==> src/rtl/mem_arb2.sv <==
// Two-master round-robin arbiter onto one memory port, with an in-order
// read-tag FIFO that routes read returns back to the issuing master.
// Ports: clk/rst_n (sync, active-low), arb_ena, per-master m{0,1}_req/
//   write/addr/wdata -> m{0,1}_gnt, m{0,1}_rdata_vld/rdata; shared
//   mem_req/write/addr/wdata/rdata_vld/rdata; rd_outstanding, err_underflow.
module mem_arb2 #(
  parameter int MEM_AW    = 16,
  parameter int MEM_DW    = 32,
  parameter int OUT_DEPTH = 4
) (
  input  logic                         clk,
  input  logic                         rst_n,
  input  logic                         arb_ena,
  input  logic                         m0_req,
  input  logic                         m0_write,
  input  logic [MEM_AW-1:0]            m0_addr,
  input  logic [MEM_DW-1:0]            m0_wdata,
  input  logic                         m1_req,
  input  logic                         m1_write,
  input  logic [MEM_AW-1:0]            m1_addr,
  input  logic [MEM_DW-1:0]            m1_wdata,
  output logic                         m0_gnt,
  output logic                         m1_gnt,
  output logic                         m0_rdata_vld,
  output logic                         m1_rdata_vld,
  output logic [MEM_DW-1:0]            m0_rdata,
  output logic [MEM_DW-1:0]            m1_rdata,
  output logic                         mem_req,
  output logic                         mem_write,
  output logic [MEM_AW-1:0]            mem_addr,
  output logic [MEM_DW-1:0]            mem_wdata,
  input  logic                         mem_rdata_vld,
  input  logic [MEM_DW-1:0]            mem_rdata,
  output logic [$clog2(OUT_DEPTH):0]   rd_outstanding,
  output logic                         err_underflow
);

  localparam int PW = $clog2(OUT_DEPTH);
  localparam int CW = PW + 1;

  logic                 rr_q, rr_d;
  logic [PW-1:0]        wp_q, wp_d;
  logic [PW-1:0]        rp_q, rp_d;
  logic [CW-1:0]        cnt_q, cnt_d;
  logic                 err_q, err_d;
  logic [OUT_DEPTH-1:0] tag_q, tag_d;

  logic rd_room;
  logic el0, el1;
  logic push, pop, head;

  // Room check uses the registered count only: a same-cycle return
  // never frees a slot for a same-cycle read grant.
  assign rd_room = (cnt_q < CW'(OUT_DEPTH));

  // rst_n gating keeps grants and returns quiet while in reset.
  assign el0 = rst_n & arb_ena & m0_req & (m0_write | rd_room);
  assign el1 = rst_n & arb_ena & m1_req & (m1_write | rd_room);

  // A lone eligible master wins regardless of rr.
  assign m0_gnt = el0 & (~el1 | ~rr_q);
  assign m1_gnt = el1 & (~el0 |  rr_q);

  always_comb begin
    mem_req   = 1'b0;
    mem_write = 1'b0;
    mem_addr  = '0;
    mem_wdata = '0;
    unique case (1'b1)
      m0_gnt: begin
        mem_req   = 1'b1;
        mem_write = m0_write;
        mem_addr  = m0_addr;
        mem_wdata = m0_wdata;
      end
      m1_gnt: begin
        mem_req   = 1'b1;
        mem_write = m1_write;
        mem_addr  = m1_addr;
        mem_wdata = m1_wdata;
      end
      default: ;
    endcase
  end

  assign push = mem_req & ~mem_write;
  assign pop  = rst_n & mem_rdata_vld & (cnt_q != '0);
  assign head = tag_q[rp_q];

  assign m0_rdata_vld = pop & ~head;
  assign m1_rdata_vld = pop &  head;
  assign m0_rdata     = mem_rdata;
  assign m1_rdata     = mem_rdata;

  assign rd_outstanding = cnt_q;
  assign err_underflow  = err_q;

  always_comb begin
    rr_d  = rr_q;
    wp_d  = wp_q;
    rp_d  = rp_q;
    cnt_d = cnt_q;
    tag_d = tag_q;
    err_d = err_q;
    if (mem_req) rr_d = m0_gnt;
    if (push) begin
      tag_d[wp_q] = m1_gnt;
      wp_d        = wp_q + PW'(1);
    end
    if (pop) rp_d = rp_q + PW'(1);
    unique case ({push, pop})
      2'b10:   cnt_d = cnt_q + CW'(1);
      2'b01:   cnt_d = cnt_q - CW'(1);
      default: cnt_d = cnt_q;
    endcase
    if (mem_rdata_vld && cnt_q == '0) err_d = 1'b1;
  end

  always_ff @(posedge clk) begin
    if (!rst_n) begin
      rr_q  <= 1'b0;
      wp_q  <= '0;
      rp_q  <= '0;
      cnt_q <= '0;
      tag_q <= '0;
      err_q <= 1'b0;
    end else begin
      rr_q  <= rr_d;
      wp_q  <= wp_d;
      rp_q  <= rp_d;
      cnt_q <= cnt_d;
      tag_q <= tag_d;
      err_q <= err_d;
    end
  end

endmodule

==> config.mk <==
export PLATFORM = sky130hd
export DESIGN_NAME = mem_arb2
export DESIGN_NICKNAME = d
export VERILOG_FILES = /design/src/rtl/mem_arb2.sv
export SDC_FILE = /design/constraint.sdc
export NUM_CORES = 1
export LEC_CHECK = 0
export CAP_MARGIN = 10
export CELL_PAD_IN_SITES_DETAIL_PLACEMENT = 1
export CELL_PAD_IN_SITES_GLOBAL_PLACEMENT = 2
export CORE_MARGIN = 2
export CORE_UTILIZATION = 10
export DETAILED_ROUTE_END_ITERATION = 8
export GPL_TIMING_DRIVEN = 0
export MAX_ROUTING_LAYER = met4
export PLACE_DENSITY_LB_ADDON = 0.12
export SETUP_SLACK_MARGIN = 0.02
export SLEW_MARGIN = 20
export SYNTH_ARGS = -nofsm -noshare
export SYNTH_HDL_FRONTEND = slang
export SYNTH_SLANG_ARGS = --single-unit
export TNS_END_PERCENT = 50
==> constraint.sdc <==
create_clock -name clk -period 2.9 [get_ports clk]
set_input_delay 0.29 -clock clk [delete_from_list [all_inputs] [get_ports clk]]
set_output_delay 0.29 -clock clk [all_outputs]
set_load 0.03 [all_outputs]
==> summary.md <==
| Metric | Value |
|---|---|
| Die area | 18500 sq um |
| PD cells | 254 nW/um^2 |
| Post-synthesis mux area share | 4.17% |
| Reg2reg start | rd_outstanding[2] |
| Vias post-DR | roughly 2400 |
| Wire length per cell | 15.1 um |
| Later-pin clock latency in the skew report | approximately 240 ps |
| # port buffers | 225 |
| Num CTS Buffers | 3 |
| Setup TNS | 0 ps |
| CTS clk-pin slew, worst paths | ~40 ps |
| CP Max Fanout | 10 |
| EDFF count, synth | 0 |
| Slew Limit Fails | 0 |
| First-pass GRT wire length | between 10000 and 15000 um |
| Initial core utilization | ~10% |
| Placed cell areas | 4270 sq um |
| Clock root buffer | clkbuf_16 |
| Endpoints failing setup | 0 |
| Hold Slack | about 480 ps |
| Antenna violations before repair | 0 |
| Synth Cell Area | 1740 sq um |
| P&R area growth vs syn | 149% |
| Leakage | 1.97 nW |
| WP data required | 2610 ps |
| Endpoints failing hold | 0 |
| Commonest non-fill, non-tap cell in the layout | clkdlybuf4s50_1 |
| Share of cells above drive strength 1 | 21.3% |
| Max Root-Sink Buffers | 2 |
| Sequential fraction of the synthesis area | 15.0% |
| Total track usage | 9.82% |
| Hpwl dp | 8610 um |
| Startpoint class of the critical path | input pin |
| Fmax | 364 MHz |
| Max-slew headroom | around 58% |
| Max cap viols | 0 |
| Status | complete, no violations |
| Vias per cell | 3.57 |
| Synth cell types | 34 |
| Post-synthesis async set-or-reset flop share | 0% |
| Post-route ant nets | 0 |
| I/O pins | about 260 |
| # hold bufs at CTS | 0 |
| Synth Register Bits | 13 |
| CP arrival | 2460 ps |
| DRT Pass-1 Iters | 3 |
| Yosys Warn Count | 0 |
| Compound-cell area share of the yosys netlist | 32.1% |
| Final instance area | 4330 sq um |
| Die Width | 136 um |
| Total gr overflow | 0 |
| RSZ-0062 raised after global routing | yes |
| Worst reg-to-reg setup slack | 420 ps |
| Cell count after synthesis | 205 |
| DRC | 0 |
| Critical Path Source | m1_write |
| Post-Synth XOR/XNOR Area | 2.01% |
| Antenna diode count | 0 |
| Cell Rows | 48 |
| Final core utilization | 25.2% |
| Critical path endpoint category | primary output |
| WS Path Type | input pin to primary output |
| Post-synth net total | roughly 350 |
| Initial DRC count | 24 |
| Worst-Margin Slew | 619 ps |
| Die Height | around 140 um |
| Register Area | 262 sq um |
| Max VDD drop | between 100 and 150 uV |
| Total power | 1.10 mW |
| Vias in the first global route | about 2400 |
| Layout Skew | 3.33 ps |
| Routability Congestion | 0.710 |
| Largest net degree at the start of global routing | 11 |
| Worst min-delay path startpoint | tag_q[1] |
| Total Wirelength | 10000 um |
| Period utilisation layout | between 90% and 100% |
| HP Class | flip-flop to flip-flop |
| H-tree depth | 1 |
| Commonest cells after routing, fill and taps aside | 172 x clkdlybuf4s50_1, 66 x buf_4, 51 x dlygate4sd2_1 |
| Fillers | 2033 |
| CTS Sinks | 13 |
| Clock tree from TritonCTS | yes |
| Combined area of the multi-input logic cells | 932 sq um |
| Simple-gate area share of the yosys netlist | around 9% |
| Largest family of logic cells by synthesized area | buffers and inverters |
| Syn avg cell area | between 8 and 9 sq um |
| Min Tclk post-route | 2750 ps |
| Post-synthesis adder-cell area fraction | approximately 4.7% |
| Core Region | 17200 sq um |
| Nets | approximately 580 |
| Ys flop type | dfxtp_1 |
## report_power, final
group          total, mW  leakage, nW  switching (mW)  internal [mW]
registers          0.197        0.106         0.00979          0.187
logic              0.642         1.82           0.302          0.339
clock network      0.260       0.0409          0.0769          0.183
## final timing paths
kind,endpoint,depth (start not counted)
setup / recovery,m0_gnt,6
hold / removal,tag_q[1],2
setup reg to reg,rd_outstanding[2],9
hold reg to reg,tag_q[1],2
## sequential cells by signal (all words and copies together), names as in the netlist
register / count
rd_outstanding: 3
rr_q: 1
tag_q: 4
rp_q: 2
err_underflow: 1
wp_q: 2
## metrics by stage
stage	worst slack [ps]	instances
2_1_floorplan	374	205
3_3_place_gp	-493	655
3_5_place_dp	-530	655
4_1_cts	14.7	661
5_1_grt	6.43	661
6_report	152	661
## critical path, stage by stage
cell	delay, ps
clkdlybuf4s50_1	470
nand2b_1	260
a311oi_4	330
buf_4	160
buf_2	220
clkdlybuf4s50_1	720
## cells in the mapped netlist, drive strengths merged (3+ instances only)
cell type | number | area share [%]
mux2i | 5 | 2.9
and2 | 5 | 1.8
ha | 5 | 3.6
nor2 | 4 | 0.86
nand2 | 10 | 2.2
a22o | 48 | 24
dfxtp | 13 | 15
o21ai | 7 | 2.0
clkbuf | 3 | 0.65
buf | 72 | 31
xnor2 | 3 | 1.5
inv | 8 | 1.7
## repair_timing
action / 4_1_cts / 5_1_grt
gates resized for setup: 56 / 6
pin swaps: 1 / 0
endpoints found under the setup margin: 53 / 36
buffers inserted: 2 / 0
gates cloned: 0 / 0
## cell type report
cell class	count	share of cell area, %
well taps	225	6.50
clock inverters	1	0.116
flip-flops and latches	13	6.04
clock buffers	3	1.73
multi-input cells	109	21.5
repair buffers	227	50.8
inverters	8	0.693
plain buffers	75	12.6
## cell families after synthesis
group,count (synthesis)
AND/OR/NAND/NOR,28
flip-flops,13
AO/OA/AOI/OAI,65
buffers and inverters,83
multiplexers,6
adder cells (fa/ha/maj),6
XOR/XNOR,4
## metal layers
layer  part of all wire, %  vias up  GRT usage, %
li1                      -     1138             -
met1                    37     1100          10.1
met2                    54      121          19.4
met3                   9.2        4          2.09
met4                  0.41        0          1.39
met5                     0        -             -
(Power assumes the default switching activity.)
